===== src/rtl/tt_scan.sv =====
// Self-timed truth-table scanner: sweeps every input combination, samples f_in after SETTLE cycles.
// Optional expected-table comparison is compiled in with `define TT_SCAN_COMPARE_EN.
module tt_scan #(
  parameter int N_VARS = 3,
  parameter int SETTLE = 1
) (
  input  logic                     clk,
  input  logic                     rst_n,
  input  logic                     start,
  output logic [N_VARS-1:0]        vars,
  input  logic                     f_in,
  output logic                     busy,
  output logic                     done,
  output logic [(1<<N_VARS)-1:0]   table_out,
  output logic [N_VARS:0]          ones_count,
  input  logic [(1<<N_VARS)-1:0]   exp_table,
  output logic                     mismatch,
  output logic [N_VARS-1:0]        first_fail
);

  localparam int                ROWS       = 1 << N_VARS;
  localparam logic [N_VARS-1:0] LAST_IDX   = N_VARS'(ROWS - 1);
  localparam logic [3:0]        SETTLE_CNT = 4'(SETTLE);

  typedef enum logic [1:0] {
    IDLE = 2'd0,
    RUN  = 2'd1,
    DONE = 2'd2
  } state_e;

  state_e              state_q;
  logic [N_VARS-1:0]   idx_q;
  logic [3:0]          cnt_q;
  logic                busy_q;
  logic                done_q;
  logic [ROWS-1:0]     table_q;
  logic [N_VARS:0]     ones_q;

  logic accept;
  logic sample_en;

  assign accept    = (state_q == IDLE) && start;
  assign sample_en = (state_q == RUN) && (cnt_q == 4'd0);

  // idx_q doubles as the vars output; it is forced back to 0 whenever the scan is not running.
  // NOTE: all state here is updated with non-blocking assignments so every register samples
  // pre-edge values; blocking writes would make the result depend on statement order.
  always_ff @(posedge clk or negedge rst_n) begin
    if (!rst_n) begin
      state_q <= IDLE;
      idx_q   <= '0;
      cnt_q   <= '0;
      busy_q  <= 1'b0;
      done_q  <= 1'b0;
      table_q <= '0;
      ones_q  <= '0;
    end else begin
      done_q <= 1'b0;
      unique case (state_q)
        IDLE: begin
          if (start) begin
            state_q <= RUN;
            idx_q   <= '0;
            cnt_q   <= SETTLE_CNT;
            busy_q  <= 1'b1;
            table_q <= '0;
            ones_q  <= '0;
          end
        end
        RUN: begin
          if (cnt_q != 4'd0) begin
            cnt_q <= cnt_q - 4'd1;
          end else begin
            table_q[idx_q] <= f_in;
            ones_q         <= ones_q + (N_VARS+1)'(f_in);
            if (idx_q == LAST_IDX) begin
              state_q <= DONE;
              idx_q   <= '0;
              busy_q  <= 1'b0;
              done_q  <= 1'b1;
            end else begin
              idx_q <= idx_q + N_VARS'(1);
              cnt_q <= SETTLE_CNT;
            end
          end
        end
        DONE: begin
          state_q <= IDLE;
        end
        default: begin
          state_q <= IDLE;
        end
      endcase
    end
  end

  assign vars       = idx_q;
  assign busy       = busy_q;
  assign done       = done_q;
  assign table_out  = table_q;
  assign ones_count = ones_q;

`ifdef TT_SCAN_COMPARE_EN
  logic              mismatch_q;
  logic [N_VARS-1:0] first_fail_q;

  // Only the first differing row is latched; the sweep is ascending, so it is the lowest index.
  always_ff @(posedge clk or negedge rst_n) begin
    if (!rst_n) begin
      mismatch_q   <= 1'b0;
      first_fail_q <= '0;
    end else if (accept) begin
      mismatch_q   <= 1'b0;
      first_fail_q <= '0;
    end else if (sample_en && (f_in != exp_table[idx_q]) && !mismatch_q) begin
      mismatch_q   <= 1'b1;
      first_fail_q <= idx_q;
    end
  end

  assign mismatch   = mismatch_q;
  assign first_fail = first_fail_q;
`else
  logic unused_cmp;

  assign unused_cmp = ^{exp_table, accept, sample_en};
  assign mismatch   = 1'b0;
  assign first_fail = '0;
`endif

endmodule


===== config.mk =====
export PLATFORM = sky130hd
export DESIGN_NAME = tt_scan
export DESIGN_NICKNAME = d
export VERILOG_FILES = /design/src/rtl/tt_scan.sv
export SDC_FILE = /design/constraint.sdc
export NUM_CORES = 1
export LEC_CHECK = 0
export ABC_CLOCK_PERIOD_IN_PS = 2000
export CAP_MARGIN = 20
export CELL_PAD_IN_SITES_DETAIL_PLACEMENT = 0
export CELL_PAD_IN_SITES_GLOBAL_PLACEMENT = 1
export CORE_UTILIZATION = 37
export CTS_CLUSTER_DIAMETER = 30
export DETAILED_ROUTE_END_ITERATION = 10
export GPL_ROUTABILITY_DRIVEN = 0
export GPL_TIMING_DRIVEN = 0
export PLACE_DENSITY_LB_ADDON = 0.1
export SLEW_MARGIN = 20
export SYNTH_ARGS = -nofsm -noshare
export SYNTH_HDL_FRONTEND = slang
export SYNTH_SLANG_ARGS = --single-unit
export TNS_END_PERCENT = 1

===== constraint.sdc =====
create_clock -name clk -period 2 [get_ports clk]
set_input_delay 0.2 -clock clk [delete_from_list [all_inputs] [get_ports clk]]
set_output_delay 0.2 -clock clk [all_outputs]
set_load 0.01 [all_outputs]

; Word-level counts from Yosys, hierarchy flattened
; Index checks and enable logic that the tools add are counted.
[word_totals]
inputBits = 12
wordCells = 54
ram_bits = 0
regBits = 23
n_memories = 0
rom_bits = 0
latchBits = 0
out_inout_bits = 21
[classes]
bitwise = 0
muxes = 28
n_addsub = 3
eq_ne = 6
shift = 0
div = 0
magnitude_cmp = 2
multipliers = 0
n_reduce_logical = 8
[ops]
columns = op, n
row1 = 4-bit two-way mux, 5
row2 = 8-bit two-way mux, 2
row3 = 4-bit case mux with 2 select lines, 2
row4 = 8-bit case mux with 2 select lines, 1
row5 = 3-bit two-way mux, 3
row6 = 3-bit AND reduction, 3
row7 = 8-bit bitwise mux, 1
row8 = 1-bit two-way mux, 7
row9 = 2-bit two-way mux, 3
row10 = 3-bit case mux with 2 select lines, 1
row11 = 4-bit by 1-bit adder with 4-bit output, 1
row12 = "3-bit by 4-bit < comparator with 1-bit output, second input constant", 1
row13 = "2-bit inequality test, second input constant", 2
row14 = 2-bit case mux with 2 select lines, 1
row15 = 4-bit AND reduction, 1
row16 = 4-bit nonzero test, 1
row17 = "4-bit by 1-bit subtractor with 4-bit output, second input constant", 1
row18 = "3-bit by 1-bit adder with 3-bit output, second input constant", 1
row19 = 1-bit demux with 3-bit select, 1
row20 = "3-bit == test, second input constant", 1
row21 = "3-bit by 1-bit greater-or-equal comparator with 1-bit output, second input constant", 1
row22 = "3-bit inequality test, second input constant", 1
row23 = "2-bit by 1-bit == test with 1-bit output, second input constant", 1
row24 = 2-bit zero test, 1
row25 = 4 further kinds, 4

; Longest topological paths before layout
[logic_depth]
word_depth = 7
ltp_mapped = 6
mapped_depth_nobuf = 5

; Worst setup path before layout
; No wires, ideal clock.
[synth_timing]
path_kind = flip-flop to flip-flop
from = register cnt_q[0]
to = register idx_q[0], in the netlist vars[0]
path_slack_ns = 0.407
path_stages_with_launch = 7
arrival_ns = 1.468
path_buffers = 1
path_cell_list = dfrtp_1 -> inv_1 -> ha_1 -> nand4bb_1 -> buf_6 -> a21oi_4 -> mux2_2
[synth_via]
elab_chain_len = 3
[synth_lines]
columns = item, line_no
row1 = from (decl), 33  ; logic [3:0] cnt_q;
row2 = from (signal assigned), 72  ; cnt_q <= cnt_q - 4'd1;
row3 = 4-bit nonzero test, 71  ; if (cnt_q != 4'd0) begin
row4 = 2-bit inequality test (no line), --
row5 = 3-bit AND reduction (no line), --
row6 = to (signal assigned), 82  ; idx_q <= idx_q + N_VARS'(1);
row7 = to (decl), 32  ; logic [N_VARS-1:0] idx_q;
; No other way between the ends.
; A chain may end at the register's enable or synchronous reset.

; Final worst setup path
; Same ends and word-level chain as after synthesis.

==> reports/metrics.yaml <==
outcome: "completed"
design.die.area_mm2: 0.00392
grt_pass1_wl_mm: 4.87
vias: 1011
synth_cell_types: 41
via_per_inst: 5.03
avgSynthCellArea_um2: 10.7
row_count: 21
tightest_slew_ns: 0.522
htree_levels: 1
diodes: 0
synth-main-ff-cell: "dfrtp_1"
async_flop_share_pct: 100
synth.ff_latch_count: 23
cts_tree: "done"
skew_ns: 0.0166
post-route-util_pct: 48.6
critPathArrivalTime_ns: 1.97
ios: 33
mostFrequentLayoutCell: "dfrtp_1"
r2r-end: "vars[0]$_DFFE_PN0P_"
yosysTopAreaCell: "dfrtp_1"
hold_viol_final: 0
wl_per_cell_um: 13.2
final_cell_mix: "dfrtp_1 (23), clkdlybuf4s50_1 (19), nand2_1 (12), inv_1 (11), mux2i_1 (10)"
rsz0062_at_grt: "false"
ir_drop_mv: 0.626
maxCapViolCount: 0
dr.pass1.iters: 4
r2r_start: "cnt_q[0]$_DFFE_PN0P_"
hold_path_class: "in -> async"
syn_inst: 127
dpl_worst_slack_ns: 0.246
synth_area_leaders: "dfrtp_1 (42%), mux2i_1 (7.4%), ha_1 (5.5%)"
areaGrowthSynthToFinish_pct: 22.2
cp-end-kind: "register"
fin_ws_ns: 0.269
numPortBuffers: 20
leakage_nw: 0.737
cts-buffers-inserted: 3
grt.total_usage_pct: 15.8
gr-total-overflow: 0
finalCritPeriodShare_pct: 86.6
synth_top_area_share_pct: 42.4
start_util_pct: 39.8
drtAntennaViolNets: 0
cp.required_ns: 2.23
startpoint: "cnt_q[0]$_DFFE_PN0P_"
finalSetupTns_ns: 0
synth_edf_count: 0
clk_latency_ns: 0.33
fin_crit_ns: 1.73
p_per_area_mw_per_mm2: 1450
rrSetupSlack_ns: 0.27
die_h_um: 62.6
final_nets: 174
slew_viol_final: 0
critPathMaxFanout: 9
coreArea_mm2: 0.00342
drive_above_1_share_pct: 16.8
drt_iter0_drc: 40
hpwlAfterDp_mm: 1.94
grt_pass1_vias: 1047
syn-cell-area_mm2: 0.00136
cts_buffer_depth: 2
max_freq_mhz: 578
cts_resized: 0
antenna_found_initial: 0
setup_viol: 0
relSlewSlack_pct: 65.2
clk_pin_slew_worst_paths_ns: 0.14
drc_errors: 0
worstSetupEndpoint: "vars[0]$_DFFE_PN0P_"
crit_type: "reg -> reg"
hold_slack_ns: 0.366
totalWireLength_mm: 2.64
clock-sinks: 23
cp-start-kind: "register"
grt_max_degree: 24
ys_seq_area_share_pct: 42.4
die_width_um: 62.6
cts_root_buf: "clkbuf_4"
ys_warn_count: 0
ff2ff_path_depth: 6
fill_cells: 347
per-stage QoR:
stage,std cells,total power [W],instance area [µm²]
2_1_floorplan,130,0.00173,1370
3_3_place_gp,196,0.00217,1630
3_5_place_dp,196,0.00221,1630
4_1_cts,200,0.00244,1660
5_1_grt,201,0.00265,1660
6_report,201,0.00241,1660
final cells by class:
| type | instances | area (µm²) | share of cell area (%) |
|---|---|---|---|
| clock buffers | 3 | 22.5 | 1.36 |
| clock inverters | 1 | 5.00 | 0.301 |
| multi-input cells | 84 | 663 | 39.9 |
| inverters | 11 | 41.3 | 2.49 |
| plain buffers | 12 | 90.1 | 5.43 |
| repair buffers | 21 | 205 | 12.4 |
| flip-flops and latches | 23 | 576 | 34.7 |
| well taps | 46 | 57.6 | 3.47 |
Yosys cell counts, types with 2 or more instances:
library cell and n:
dfrtp_1 23, nand2_1 12, inv_1 11, mux2i_1 10
ha_1 6, buf_4 5, nand2b_1 5, nand3_1 4
o21ai_0 4, a21oi_1 3, buf_2 3, buf_6 3
nor3_1 3, a2111oi_4 2, a21o_1 2, a21oi_2 2
a221oi_1 2, and3_1 2, nand3b_1 2, or4b_1 2
state kept, by name, indices dropped and copies added, names as in the netlist:
register,flops
state_q,2
vars,3
ones_count,4
cnt_q,4
table_out,8
busy,1
done,1
worst max-delay path, cell delays in order (launching register included):
cell	delay [ns]
dfrtp_1	0.42
inv_1	0.09
ha_1	0.19
nand4bb_1	0.12
buf_6	0.17
a21oi_4	0.28
mux2_2	0.37
power by group:
group	leakage, nW	switching [W]	internal (W)
Sequential	0.284	0.000157	0.000652
Combinational	0.435	0.000687	0.000686
Clock	0.0177	0.000150	0.0000751
Total	0.737	0.000993	0.00141
cells by family after synthesis:
logic type      after synthesis  synth area share [%]
compound gates               25                  17.1
fa+ha+maj                     6                  5.52
buf+inv                      23                  9.67
flops                        23                  42.4
mux                          11                  8.20
other cells                   1                 0.276
simple gates                 38                  16.9
layer usage:
layer | global-route usage [%] | vias up | routed length [µm]
li1 | - | 495 | -
met1 | 21.2 | 478 | 1340
met2 | 25.5 | 33 | 1150
met3 | 2.55 | 5 | 117
met4 | 6.10 | 0 | 38
met5 | 0 | - | 0
worst min path at each step:
stage	slack [ns]	cells after the start	end
final	0.37	2	table_out[2]$_DFFE_PN0P_
after global routing	0.40	2	table_out[2]$_DFFE_PN0P_
after CTS	0.48	1	table_out[2]$_DFFE_PN0P_
after detailed placement	0.51	2	busy$_DFFE_PN0P_
after global placement	0.49	1	cnt_q[1]$_DFFE_PN0P_
after floorplan	-0.1	0	busy$_DFFE_PN0P_
timing repair:
item,in CTS,in global routing
endpoints found under the hold margin,0,23
hold buffers,0,1
buffers inserted,0,0
Note: power is estimated with default switching activity, not from simulation.
